--- src/rtl/irda_pkg.sv ---
// Shared types and helpers for the IrDA SIR modulator: FSM state encoding and pulse-width selection.
package irda_pkg;

    typedef enum logic {
        IDLE = 1'b0,
        CELL = 1'b1
    } state_t;

    localparam int DEF_CLK_PER_BIT = 5208;
    localparam int CNT_W           = $clog2(DEF_CLK_PER_BIT);

    // Mode 0 scales the pulse to 3/16 of a bit cell; mode 1 uses a fixed clock count.
    function automatic int pulse_len(input int mode, input int cpb, input int fixed_clks);
        return (mode == 0) ? (3 * cpb) / 16 : fixed_clks;
    endfunction

endpackage

--- src/rtl/irda_sir_modulator_if.sv ---
// UART-side input line plus LED-side pulse and frame status between the modulator and its neighbours.
interface irda_sir_modulator_if;

    logic tx_en;
    logic uart_tx_data;
    logic tx_pulse_data;
    logic im_sending;
    logic frame_done;

    modport master (
        output tx_en,
        output uart_tx_data,
        input  tx_pulse_data,
        input  im_sending,
        input  frame_done
    );

    modport slave (
        input  tx_en,
        input  uart_tx_data,
        output tx_pulse_data,
        output im_sending,
        output frame_done
    );

endinterface

--- src/rtl/irda_cell_timer.sv ---
// Bit-cell position counter: flags the last clock of a cell and the clocks inside the pulse window.
module irda_cell_timer #(
    parameter int CLK_PER_BIT = 5208,
    parameter int PULSE_START = CLK_PER_BIT / 2,
    parameter int PULSE_LEN   = (3 * CLK_PER_BIT) / 16,
    parameter int CNT_W       = $clog2(CLK_PER_BIT)
) (
    input  logic clock,
    input  logic reset,
    input  logic i_clear,
    output logic o_wrap,
    output logic o_in_window
);

    localparam logic [CNT_W-1:0] LP_LAST   = CNT_W'(CLK_PER_BIT - 1);
    // One spare bit so the window end may equal CLK_PER_BIT even when that is a power of two.
    localparam logic [CNT_W:0]   LP_WIN_LO = (CNT_W + 1)'(PULSE_START);
    localparam logic [CNT_W:0]   LP_WIN_HI = (CNT_W + 1)'(PULSE_START + PULSE_LEN);

    logic [CNT_W-1:0] r_count;
    logic [CNT_W:0]   w_count_ext;

    always_ff @(posedge clock or posedge reset) begin
        if (reset) begin
            r_count <= '0;
        end else if (i_clear) begin
            r_count <= '0;
        end else begin
            r_count <= r_count + CNT_W'(1);
        end
    end

    assign w_count_ext = {1'b0, r_count};
    assign o_wrap      = (r_count == LP_LAST);
    assign o_in_window = (w_count_ext >= LP_WIN_LO) && (w_count_ext < LP_WIN_HI);

endmodule

--- src/rtl/irda_sir_modulator.sv ---
// IrDA SIR modulator: turns the UART NRZ line into RZ pulses, one per '0' cell, aligned to the start-bit edge.
module irda_sir_modulator
    import irda_pkg::*;
#(
    parameter int CLK_PER_BIT      = 5208,
    parameter int FRAME_BITS       = 10,
    parameter int PULSE_MODE       = 0,
    parameter int FIXED_PULSE_CLKS = 82,
    parameter int PULSE_START      = CLK_PER_BIT / 2,
    parameter bit OUT_INVERT       = 1'b0
) (
    input  logic                  clock,
    input  logic                  reset,
    irda_sir_modulator_if.slave   bus
);

    localparam int PULSE_LEN = pulse_len(PULSE_MODE, CLK_PER_BIT, FIXED_PULSE_CLKS);
    localparam int TMR_W     = $clog2(CLK_PER_BIT);
    localparam int IDX_W     = (FRAME_BITS > 1) ? $clog2(FRAME_BITS) : 1;
    localparam logic [IDX_W-1:0] LP_LAST_BIT = IDX_W'(FRAME_BITS - 1);

    if (PULSE_START + PULSE_LEN > CLK_PER_BIT) begin : g_window_check
        $error("irda_sir_modulator: pulse window extends past the end of the bit cell");
    end
    if (CLK_PER_BIT < 16) begin : g_cpb_check
        $error("irda_sir_modulator: CLK_PER_BIT must be at least 16");
    end

    state_t           r_state;
    state_t           w_state_nxt;
    logic [IDX_W-1:0] r_bit_idx;
    logic [IDX_W-1:0] w_bit_idx_nxt;
    logic             w_clear;
    logic             w_wrap;
    logic             w_in_window;
    logic             w_start;
    logic             w_done_nxt;
    logic             w_pulse;
    logic             r_pulse;
    logic             r_sending;
    logic             r_done;

    irda_cell_timer #(
        .CLK_PER_BIT (CLK_PER_BIT),
        .PULSE_START (PULSE_START),
        .PULSE_LEN   (PULSE_LEN),
        .CNT_W       (TMR_W)
    ) u_timer (
        .clock       (clock),
        .reset       (reset),
        .i_clear     (w_clear),
        .o_wrap      (w_wrap),
        .o_in_window (w_in_window)
    );

    assign w_start = bus.tx_en && !bus.uart_tx_data;

    always_ff @(posedge clock or posedge reset) begin
        if (reset) begin
            r_state   <= IDLE;
            r_bit_idx <= '0;
        end else begin
            r_state   <= w_state_nxt;
            r_bit_idx <= w_bit_idx_nxt;
        end
    end

    // Timer runs only while inside a cell; every cell boundary, abort or idle cycle rezeroes it.
    always_comb begin
        w_state_nxt   = r_state;
        w_bit_idx_nxt = r_bit_idx;
        w_done_nxt    = 1'b0;
        w_clear       = 1'b1;
        case (r_state)
            IDLE: begin
                w_bit_idx_nxt = '0;
                if (w_start) begin
                    w_state_nxt = CELL;
                end
            end
            CELL: begin
                if (!bus.tx_en) begin
                    w_state_nxt   = IDLE;
                    w_bit_idx_nxt = '0;
                end else if (w_wrap) begin
                    if (r_bit_idx != LP_LAST_BIT) begin
                        w_bit_idx_nxt = r_bit_idx + IDX_W'(1);
                    end else begin
                        w_done_nxt    = 1'b1;
                        w_bit_idx_nxt = '0;
                        w_state_nxt   = bus.uart_tx_data ? IDLE : CELL;
                    end
                end else begin
                    w_clear = 1'b0;
                end
            end
            default: begin
                w_state_nxt   = IDLE;
                w_bit_idx_nxt = '0;
            end
        endcase
    end

    // The live line and enable gate the pulse so a rising line or an abort ends it on the next clock.
    assign w_pulse = (r_state == CELL) && bus.tx_en && w_in_window && !bus.uart_tx_data;

    always_ff @(posedge clock or posedge reset) begin
        if (reset) begin
            r_pulse   <= OUT_INVERT;
            r_sending <= 1'b0;
            r_done    <= 1'b0;
        end else begin
            r_pulse   <= w_pulse ^ OUT_INVERT;
            r_sending <= (r_state == CELL);
            r_done    <= w_done_nxt;
        end
    end

    assign bus.tx_pulse_data = r_pulse;
    assign bus.im_sending    = r_sending;
    assign bus.frame_done    = r_done;

endmodule

--- src/flat_wrapper.sv ---
// flat-port wrapper written by rule: the top's interface ports become plain ports
module irda_sir_modulator_flat import irda_pkg::*;
#(
    parameter int CLK_PER_BIT      = 5208,
    parameter int FRAME_BITS       = 10,
    parameter int PULSE_MODE       = 0,
    parameter int FIXED_PULSE_CLKS = 82,
    parameter int PULSE_START      = CLK_PER_BIT / 2,
    parameter bit OUT_INVERT       = 1'b0
)
  (clock, reset, bus_tx_en, bus_uart_tx_data, bus_tx_pulse_data, bus_im_sending, bus_frame_done);
  irda_sir_modulator_if bus_i ();
  input  logic clock;
  input  logic reset;
  input wire logic [$bits(bus_i.tx_en)-1:0] bus_tx_en;
  input wire logic [$bits(bus_i.uart_tx_data)-1:0] bus_uart_tx_data;
  output wire logic [$bits(bus_i.tx_pulse_data)-1:0] bus_tx_pulse_data;
  output wire logic [$bits(bus_i.im_sending)-1:0] bus_im_sending;
  output wire logic [$bits(bus_i.frame_done)-1:0] bus_frame_done;
  assign bus_i.tx_en = bus_tx_en;
  assign bus_i.uart_tx_data = bus_uart_tx_data;
  assign bus_tx_pulse_data = bus_i.tx_pulse_data;
  assign bus_im_sending = bus_i.im_sending;
  assign bus_frame_done = bus_i.frame_done;
  irda_sir_modulator #(.CLK_PER_BIT(CLK_PER_BIT), .FRAME_BITS(FRAME_BITS), .PULSE_MODE(PULSE_MODE), .FIXED_PULSE_CLKS(FIXED_PULSE_CLKS), .PULSE_START(PULSE_START), .OUT_INVERT(OUT_INVERT)) u_core (.clock(clock), .reset(reset), .bus(bus_i));
endmodule
--- config.mk ---
export PLATFORM = sky130hd
export DESIGN_NAME = irda_sir_modulator_flat
export DESIGN_NICKNAME = d
export VERILOG_FILES = /design/src/rtl/irda_pkg.sv /design/src/rtl/irda_sir_modulator_if.sv /design/src/rtl/irda_cell_timer.sv /design/src/rtl/irda_sir_modulator.sv /design/src/flat_wrapper.sv
export SDC_FILE = /design/constraint.sdc
export NUM_CORES = 1
export LEC_CHECK = 0
export ABC_AREA = 1
export CORE_ASPECT_RATIO = 0.6
export CORE_MARGIN = 5
export CORE_UTILIZATION = 50
export DETAILED_ROUTE_END_ITERATION = 6
export PLACE_DENSITY = 0.69
export SYNTH_ARGS = -nofsm -noshare
export SYNTH_HDL_FRONTEND = slang
export SYNTH_HIERARCHICAL = 1
export SYNTH_SLANG_ARGS = --single-unit
--- constraint.sdc ---
create_clock -name clock -period 4.6 [get_ports clock]
set_clock_uncertainty 0.05 [all_clocks]
set_input_delay 0.46 -clock clock [delete_from_list [all_inputs] [get_ports clock]]
set_output_delay 0.46 -clock clock [all_outputs]
set_load 0.02 [all_outputs]
==> results of run 1 <==
## worst min path at each step
stage / slack, ps / end / depth (start not counted) / start
final: 440 / u_core/bus.tx_pulse_data$_DFF_PP0_ / 2 / reset
after global routing: 450 / u_core/u_timer/r_count[0]$_DFF_PP0_ / 1 / u_core/u_timer/r_count[0]$_DFF_PP0_
after CTS: 440 / u_core/bus.im_sending$_DFF_PP0_ / 2 / reset
after detailed placement: 430 / u_core/u_timer/r_count[0]$_DFF_PP0_ / 1 / u_core/u_timer/r_count[0]$_DFF_PP0_
after global placement: 420 / u_core/u_timer/r_count[0]$_DFF_PP0_ / 1 / u_core/u_timer/r_count[0]$_DFF_PP0_
after floorplan: 230 / u_core/bus.frame_done$_DFF_PP0_ / 1 / reset
## power groups by stage
| stage | combinational (W) | clock, W | sequential, W |
|---|---|---|---|
| final | 0.0000191 | 0.000120 | 0.000189 |
| after global routing | 0.0000223 | 0.000134 | 0.000190 |
| after CTS | 0.0000195 | 0.000125 | 0.000189 |
| after detailed placement | 0.0000193 | 0 | 0.000193 |
| after global placement | 0.0000187 | 0 | 0.000193 |
| after floorplan | 0.0000107 | 0 | 0.000193 |
## stage by stage
stage               setup WS [ps]  cells  hold WS [ps]  area [um2]
finish                       2561    192         435.8        1290
global route                 2404    192         448.0        1290
CTS                          2617    192         439.1        1290
detailed placement           2646    188         428.6        1245
global placement             2781    188         418.6        1245
floorplan                    2654    154         225.7        1159
## layout make-up
type                       instances  area, um2
fill                             210      889.6
sequential                        21      525.5
tap                               30      37.54
multi-input combinational        111      546.8
clock buffer                       4      45.04
inverter                          20      75.07
timing repair buffer               6      60.06
## cell usage in the layout (no fill, tap or decap), types with 4 or more instances in the layout
master / synthesis / layout
a21oi_1: 8 / 8
clkdlybuf4s50_1: 0 / 6
dfrtp_1: 21 / 21
ha_1: 4 / 4
inv_1: 18 / 18
nand2_1: 39 / 39
nand3_1: 10 / 10
nand4_1: 4 / 4
nor2_1: 29 / 29
## logic make-up (layout without fill, tap and decap cells)
kind of cell | after synthesis | count (layout) | share of synthesized area (%)
AOI/OAI and AO/OA | 13 | 13 | 6.048
xor gates and xnor gates | 1 | 1 | 0.7561
adders and majority gates | 4 | 4 | 4.320
buffers and inverters | 22 | 30 | 7.450
DFF | 21 | 21 | 45.36
and+or+nand+nor | 93 | 93 | 36.07
## state kept, by name, indices dropped and copies added, names as in the netlist
signal and flops:
u_core/bus.frame_done 1, u_core/bus.im_sending 1, u_core/bus.tx_pulse_data 1, u_core/r_bit_idx 4
u_core/r_state 1, u_core/u_timer/r_count 13
## routing by layer
metal / global-route usage (%) / vias up / share of wire [%]
met5: 0 / - / 0
met1: 23.45 / 449 / 51
met4: 6.367 / 0 / 1.0
li1: - / 499 / -
met2: 23.87 / 33 / 40
met3: 5.556 / 2 / 8.0
==> impl_metrics.py, run 1 <==
metrics = {
    "synth": {
        "yosys-top-cells-count": "39 x nand2_1, 29 x nor2_1, 21 x dfrtp_1",
        "synth_ff_type": "dfrtp_1",
        "synth-seq-area-share_pct": 45.36,
        "syn_nets": 162,
        "synth_area_per_cell_um2": 7.523,
        "ys_ff_latch": 21,
        "synth-edff-count": 0,
        "synthTopCellsByArea": "dfrtp_1 45%, nand2_1 13%, nor2_1 9.4%, inv_1 5.8%, ha_1 4.3%",
        "synth_area_um2": 1159,
        "ys_async_sr_fraction_pct": 100.0,
        "yosys_warnings": 6,
        "synth_cell_types": 22,
        "synth_area_leader_cell": "dfrtp_1",
        "yosysTopAreaCellShare_pct": 45.36,
        "syn_inst": 154,
        "synth.most_common_cell": "nand2_1",
    },
    "routing": {
        "num_vias": 983,
        "drc": 0,
        "drt-initial-drc-count": 114,
        "wl_per_cell_um": 12.30,
        "firstDrtPassIters": 4,
        "drtAntennaViolNets": 0,
        "vias_per_cell": 5.120,
        "wirelength_um": 2362,
    },
    "pwr": {
        "seqPwrFrac_pct": 57.7,
        "p_per_area_nw_per_um2": 254.6,
        "pwr-share-clk_pct": 36.5,
        "comb_power_share_pct": 5.8,
        "p_leak_nw": 0.5435,
        "internal-power_w": 0.0002551,
        "ir_drop_v": 0.0001933,
        "netSwitchingFraction_pct": 22.33,
        "p_sw_w": 0.00007334,
        "p_total_w": 0.0003285,
    },
    "sta": {
        "max_slew_margin_pct": 64.30,
        "setup_violations": 0,
        "min_period_ps": 2039,
        "finalCritPeriodShare_pct": 44.33,
        "finalSetupTns_ps": 0,
        "finalHoldViolCount": 0,
        "max_freq_mhz": 490.4,
        "rsz0062_at_grt": "false",
        "worstMarginPinSlew_ps": 531.4,
        "slew_viol_final": 0,
    },
    "min_path": {
        "min_path_type": "in2async",
    },
    "setup_path": {
        "crit_end": "u_core/u_timer/r_count[5]$_DFF_PP0_",
        "critPathMaxFanout": 14,
        "end_kind": "flop",
        "cp_slowest_cell": "nor3_1",
        "cpMostUsedCell": "inv_1",
        "path_cells": "ha_1 > nand2_2 > inv_1 > nand3_1 > nor3_1 > inv_2 > nand3_4 > inv_1 > o21ai_0 > a21oi_1",
        "regToRegSetupSlack_ps": 2560,
        "cp_top_family": "simple AND/OR/NAND/NOR gates",
        "reg2reg_depth": 10,
        "start_kind": "flop",
        "arrival_ps": 2120,
        "crit_cells": 10,
        "startpoint": "u_core/u_timer/r_count[1]$_DFF_PP0_",
        "regToRegStartpoint": "u_core/u_timer/r_count[1]$_DFF_PP0_",
        "worst_ep_required_time_ps": 4680,
        "critical_path_class": "reg2reg",
        "timing.rr.end": "u_core/u_timer/r_count[5]$_DFF_PP0_",
        "path_buf_inv": 3,
        "max_stage_delay_ps": 470,
    },
    "clock_tree": {
        "numCtsBuffers": 3,
        "post_cts_buffers": 0,
        "h-tree-depth": 1,
        "cts_sinks": 21,
        "clk_pin_slew_ps": 70,
        "clk_latency_ps": 260,
        "cts_tree": "yes",
        "cts_resized": 0,
        "cts_buffer_depth": 2,
        "cts-root-buf": "clkbuf_8",
        "cts_hold_buffers": 0,
    },
    "floorplan": {
        "core_um2": 2180,
        "die_w_um": 72.15,
        "die_y_um": 47.29,
        "initial_core_util_pct": 53.16,
        "die_area_um2": 3411,
        "boundaryPins": 7,
        "num_rows": 13,
    },
    "finish": {
        "synthToLayoutAreaGrowth_pct": 11.34,
        "antenna_cells": 0,
        "nets": 171,
        "final_util_pct": 59.18,
        "drive_gt1_share_pct": 6.790,
    },
    "placement": {
        "dp_hpwl_um": 1839,
        "gp_congestion": 0.9081,
        "io_buffers": 6,
    },
    "global_route": {
        "grt_usage_pct": 16.66,
        "grt_pass1_vias": 904,
        "overflow": 0,
        "grt_max_degree": 15,
        "grt_pass1_wl_um": 4119,
        "antenna_found_initial": 0,
    },
    "outcome": {
        "status": "completed",
    },
    "job": {
        "maxCapViolCount": 0,
    },
}
Power figures use the tool's default switching activity.
==> inputs of run 2 (changes only) <==
==> constraint.sdc (replaced) <==
create_clock -name clock -period 1.9 [get_ports clock]
set_clock_uncertainty 0.05 [all_clocks]
set_input_delay 0.19 -clock clock [delete_from_list [all_inputs] [get_ports clock]]
set_output_delay 0.19 -clock clock [all_outputs]
set_load 0.02 [all_outputs]
==> impl_metrics.py, run 2 (same netlist as run 1, synthesis figures left out) <==
metrics = {
    "outcome": {
        "status": "completed",
    },
    "global_route": {
        "grt_busiest_layer": "met2",
        "use_met3_pct": 6.410,
        "use_met1_pct": 22.92,
        "grt_max_degree": 15,
        "overflow": 0,
        "grt_pass1_vias": 905,
        "met2_usage_pct": 26.94,
        "grt_usage_pct": 17.23,
        "antenna_found_initial": 0,
        "grt_pass1_wl_um": 4298,
    },
    "floorplan": {
        "die_area_um2": 3411,
        "boundaryPins": 7,
        "die_w_um": 72.15,
        "num_rows": 13,
        "die_y_um": 47.29,
        "core_um2": 2180,
        "initial_core_util_pct": 53.16,
    },
    "setup_path": {
        "worst_ep_required_time_ps": 2050,
        "start_kind": "flop",
        "critical_path_class": "reg2reg",
        "critPathMaxFanout": 14,
        "timing.rr.end": "u_core/r_bit_idx[2]$_DFFE_PP0P_",
        "regToRegSetupSlack_ps": 120,
        "reg2reg_depth": 11,
        "end_kind": "flop",
        "arrival_ps": 1930,
        "regToRegStartpoint": "u_core/u_timer/r_count[0]$_DFF_PP0_",
    },
    "clock_tree": {
        "cts-root-buf": "clkbuf_8",
        "numCtsBuffers": 3,
        "clk_latency_ps": 260,
        "cts_buffer_depth": 2,
        "h-tree-depth": 1,
        "clk_pin_slew_ps": 80,
        "cts_tree": "yes",
        "cts_sinks": 21,
        "post_cts_buffers": 0,
    },
    "placement": {
        "io_buffers": 6,
        "gp_congestion": 0.9124,
        "dpl_cell_area_um2": 1250,
        "dp_hpwl_um": 1917,
    },
    "routing": {
        "num_vias": 1042,
        "drt-initial-drc-count": 129,
        "vias_per_cell": 5.427,
        "firstDrtPassIters": 5,
        "wl_per_cell_um": 13.38,
        "drc": 0,
        "drtAntennaViolNets": 0,
        "wirelength_um": 2569,
    },
    "finish": {
        "final_util_pct": 59.70,
        "final_common_cell": "nand2_1",
        "synthToLayoutAreaGrowth_pct": 12.31,
        "drive_gt1_share_pct": 8.025,
        "final_area_um2": 1301,
        "largest_register_ffs": 13,
        "top_register": "u_core/u_timer/r_count",
        "antenna_cells": 0,
        "final_cell_mix": "39 x nand2_1, 29 x nor2_1, 21 x dfrtp_1",
        "nets": 171,
        "top_regs": "u_core/u_timer/r_count x13, u_core/r_bit_idx x4",
    },
    "pwr": {
        "p_leak_nw": 0.5582,
        "ir_drop_v": 0.0004125,
        "p_per_area_nw_per_um2": 613.0,
    },
    "sta": {
        "min_period_ps": 1784,
        "worstMarginPinSlew_ps": 518.0,
        "slew_viol_final": 0,
        "setup_violations": 0,
        "finalSetupTns_ps": 0,
        "max_slew_margin_pct": 65.43,
        "finalCritPeriodShare_pct": 93.92,
        "finalHoldViolCount": 0,
        "rsz0062_at_grt": "false",
        "max_freq_mhz": 560.4,
    },
    "job": {
        "maxCapViolCount": 0,
    },
    "min_path": {
        "min_path_type": "in2async",
    },
}
[run 2: changes by cell type in the layout (fill, tap and decap cells not counted)]
cell and delta:
inv_1 -1, inv_2 +1, nor3_1 -1, nor3_4 +1
[run 2: power breakdown]
part | total (W) | switching, W | internal, W
clock | 0.000292 | 0.000143 | 0.000149
sequential | 0.000459 | 0.00000660 | 0.000452
combinational | 0.0000466 | 0.0000306 | 0.0000160
total | 0.000798 | 0.000180 | 0.000618
[run 2: worst max path at each step]
stage	start	to	slack, ps
3_5_place_dp	u_core/u_timer/r_count[0]$_DFF_PP0_	u_core/u_timer/r_count[3]$_DFF_PP0_	80
2_1_floorplan	u_core/u_timer/r_count[0]$_DFF_PP0_	u_core/u_timer/r_count[5]$_DFF_PP0_	60
6_report	u_core/u_timer/r_count[0]$_DFF_PP0_	u_core/r_bit_idx[2]$_DFFE_PP0P_	120
4_1_cts	u_core/u_timer/r_count[0]$_DFF_PP0_	u_core/u_timer/r_count[3]$_DFF_PP0_	40
5_1_grt	u_core/u_timer/r_count[0]$_DFF_PP0_	u_core/u_timer/r_count[3]$_DFF_PP0_	30
3_3_place_gp	u_core/u_timer/r_count[0]$_DFF_PP0_	u_core/u_timer/r_count[5]$_DFF_PP0_	190
[run 2: through the flow]
step / setup WS [ps] / instances / hold WS, ps / power, W
after global placement: 189.5 / 188 / 421.6 / 0.0005121
after floorplan: 56.56 / 154 / -44.34 / 0.0004944
after CTS: 43.84 / 192 / 150.8 / 0.0008072
after global routing: 32.23 / 192 / 174.1 / 0.0008294
after detailed placement: 77.47 / 188 / 437.5 / 0.0005143
final: 115.5 / 192 / 146.5 / 0.0007977
[run 2: routing by layer]
layer | vias up | share of wire (%)
met5 | - | 0
met4 | 0 | 0
met3 | 0 | 14
met2 | 73 | 42
met1 | 471 | 45
li1 | 498 | -
[run 2: critical path, cell delays in order, from the launching register on]
cell and delay [ps]:
dfrtp_1 410, ha_1 210, nand2_2 90, inv_1 100, nand3_1 120, nor3_4 210, inv_2 90, nand3_4 160
nand2_1 90, nand2_1 70, nand2_1 50, nor2_1 80
[run 2: what timing repair did]
action / 4_1_cts / 5_1_grt
setup endpoints to repair: 0 / 9
hold buffers: 0 / 0
resized for setup: 0 / 2
[run 2: final cells by class]
type                            count  area, um2
Timing Repair Buffer                6      60.06
Fill cell                         197      878.3
Tap cell                           30      37.54
Sequential cell                    21      525.5
Multi-Input combinational cell    111      558.0
Inverter                           20      75.07
Clock buffer                        4      45.04
==> inputs of run 3 (changes only) <==
--- a/config.mk
+++ b/config.mk
@@ -10,6 +10,7 @@
 export CORE_MARGIN = 5
 export CORE_UTILIZATION = 50
 export DETAILED_ROUTE_END_ITERATION = 6
+export GPL_ROUTABILITY_DRIVEN = 0
 export PLACE_DENSITY = 0.69
 export SYNTH_ARGS = -nofsm -noshare
 export SYNTH_HDL_FRONTEND = slang
==> impl_metrics.py, run 3 (same netlist as run 1, synthesis figures left out) <==
metrics = {
    "floorplan": {
        "num_rows": 13,
        "die_y_um": 47.29,
        "die_w_um": 72.15,
        "initial_core_util_pct": 53.16,
        "boundaryPins": 7,
        "die_area_um2": 3411,
        "core_um2": 2180,
    },
    "clock_tree": {
        "cts_hold_buffers": 0,
        "numCtsBuffers": 3,
        "clk_pin_slew_ps": 70,
        "cts_tree": "yes",
        "cts_buffer_depth": 2,
        "clk_latency_ps": 250,
        "h-tree-depth": 1,
        "cts_sinks": 21,
        "cts-root-buf": "clkbuf_8",
    },
    "setup_path": {
        "cp_slowest_cell": "dfrtp_1",
        "regToRegStartpoint": "u_core/u_timer/r_count[0]$_DFF_PP0_",
        "worst_ep_required_time_ps": 2030,
        "start_kind": "flop",
        "end_kind": "flop",
        "path_buf_inv": 3,
        "max_stage_delay_ps": 410,
        "path_cells": "ha_1 > nand2_2 > inv_1 > nand3_1 > nor3_4 > inv_2 > nand3_4 > inv_1 > o21ai_0 > a21oi_1",
        "arrival_ps": 1910,
        "timing.rr.end": "u_core/u_timer/r_count[5]$_DFF_PP0_",
        "cp_top_family": "simple AND/OR/NAND/NOR gates",
        "regToRegSetupSlack_ps": 120,
        "critical_path_class": "reg2reg",
        "critPathMaxFanout": 14,
        "reg2reg_depth": 10,
        "cpMostUsedCell": "inv_1",
    },
    "global_route": {
        "use_met1_pct": 23.98,
        "grt_pass1_wl_um": 4291,
        "grt_pass1_vias": 942,
        "met2_usage_pct": 26.22,
        "grt_usage_pct": 16.89,
        "use_met3_pct": 4.487,
        "overflow": 0,
        "grt_busiest_layer": "met2",
        "grt_max_degree": 15,
        "antenna_found_initial": 0,
    },
    "sta": {
        "rsz0062_at_grt": "false",
        "finalCritPeriodShare_pct": 93.84,
        "finalHoldViolCount": 0,
        "finalSetupTns_ps": 0,
        "max_slew_margin_pct": 65.14,
        "slew_viol_final": 0,
        "min_period_ps": 1783,
        "setup_violations": 0,
        "worstMarginPinSlew_ps": 522.4,
        "max_freq_mhz": 560.8,
    },
    "finish": {
        "final_area_um2": 1316,
        "final_common_cell": "nand2_1",
        "fillers": 191,
        "top_register": "u_core/u_timer/r_count",
        "final_cell_mix": "39 x nand2_1, 29 x nor2_1, 21 x dfrtp_1",
        "antenna_cells": 0,
        "final_cells": 194,
        "drive_gt1_share_pct": 8.537,
        "nets": 173,
        "largest_register_ffs": 13,
        "top_regs": "u_core/u_timer/r_count x13, u_core/r_bit_idx x4",
        "synthToLayoutAreaGrowth_pct": 13.61,
    },
    "pwr": {
        "p_per_area_nw_per_um2": 599.9,
        "ir_drop_v": 0.0004289,
        "p_total_w": 0.0007896,
        "p_leak_nw": 0.5711,
    },
    "routing": {
        "firstDrtPassIters": 4,
        "wirelength_um": 2544,
        "vias_per_cell": 5.170,
        "wl_per_cell_um": 13.11,
        "drc": 0,
        "drt-initial-drc-count": 132,
        "drtAntennaViolNets": 0,
        "num_vias": 1003,
    },
    "job": {
        "maxCapViolCount": 0,
    },
    "placement": {
        "dp_hpwl_um": 1919,
        "dpl_cell_area_um2": 1250,
        "io_buffers": 6,
        "dp.cells": 188,
    },
    "min_path": {
        "min_path_type": "in2async",
    },
    "outcome": {
        "status": "completed",
    },
}
-- run 3: cell count changes in the layout (fill, tap and decap cells not counted), sizes merged --
cell  change
buf       +2
-- run 3: power by group --
group	total (W)	internal, W	switching [W]
clock network	0.000285	0.000149	0.000136
registers	0.000459	0.000453	0.00000600
logic	0.0000464	0.0000159	0.0000304
total	0.000790	0.000618	0.000172
-- run 3: layout make-up --
type                    count  area [um2]  share of cell area (%)
clock buffers               4       45.04                   3.422
inverters                  20       75.07                   5.703
multi-input cells         111       558.0                   42.40
flip-flops and latches     21       525.5                   39.92
well taps                  30       37.54                   2.852
repair buffers              8       75.07                   5.703
-- run 3: metal layers --
| metal | part of all wire [%] | vias up | routed length (um) |
|---|---|---|---|
| met2 | 44 | 45 | 1109 |
| met4 | 0.31 | 0 | 8 |
| met3 | 8.6 | 2 | 218 |
| met5 | 0 | - | 0 |
| li1 | - | 501 | - |
| met1 | 47 | 455 | 1207 |
-- run 3: worst max path at each step --
stage                                              startpoint                             endpoint  depth (start not counted)
after floorplan           u_core/u_timer/r_count[0]$_DFF_PP0_  u_core/u_timer/r_count[5]$_DFF_PP0_                         11
after global placement    u_core/u_timer/r_count[0]$_DFF_PP0_  u_core/u_timer/r_count[3]$_DFF_PP0_                         10
after detailed placement  u_core/u_timer/r_count[0]$_DFF_PP0_  u_core/u_timer/r_count[5]$_DFF_PP0_                         10
after CTS                 u_core/u_timer/r_count[1]$_DFF_PP0_  u_core/u_timer/r_count[3]$_DFF_PP0_                         10
after global routing      u_core/u_timer/r_count[0]$_DFF_PP0_  u_core/u_timer/r_count[3]$_DFF_PP0_                         10
final                     u_core/u_timer/r_count[0]$_DFF_PP0_  u_core/u_timer/r_count[5]$_DFF_PP0_                         10
-- run 3: what timing repair did --
| action | in CTS | in global routing |
|---|---|---|
| setup buffers | 0 | 2 |
| endpoints found under the setup margin | 0 | 8 |
| resized for setup | 0 | 1 |
-- run 3: worst register-to-register path, delay by kind of cell, from the launching register on --
kind	cells	cell delay [ps]
adder cells (fa/ha/maj)	1	230
AND/OR/NAND/NOR	4	440
AO/OA/AOI/OAI	2	230
buffers and inverters	3	340
flip-flops	1	410
-- run 3: stage by stage --
step | util, % | setup WS (ps) | hold slack [ps]
final | 60.39 | 116.9 | 166.2
after global routing | 60.39 | 10.95 | 207.2
after CTS | 59.41 | 54.57 | 177.6
after detailed placement | 57.35 | 80.52 | 445.2
after global placement | 57.35 | 191.6 | 421.8
after floorplan | - | 56.56 | -44.34
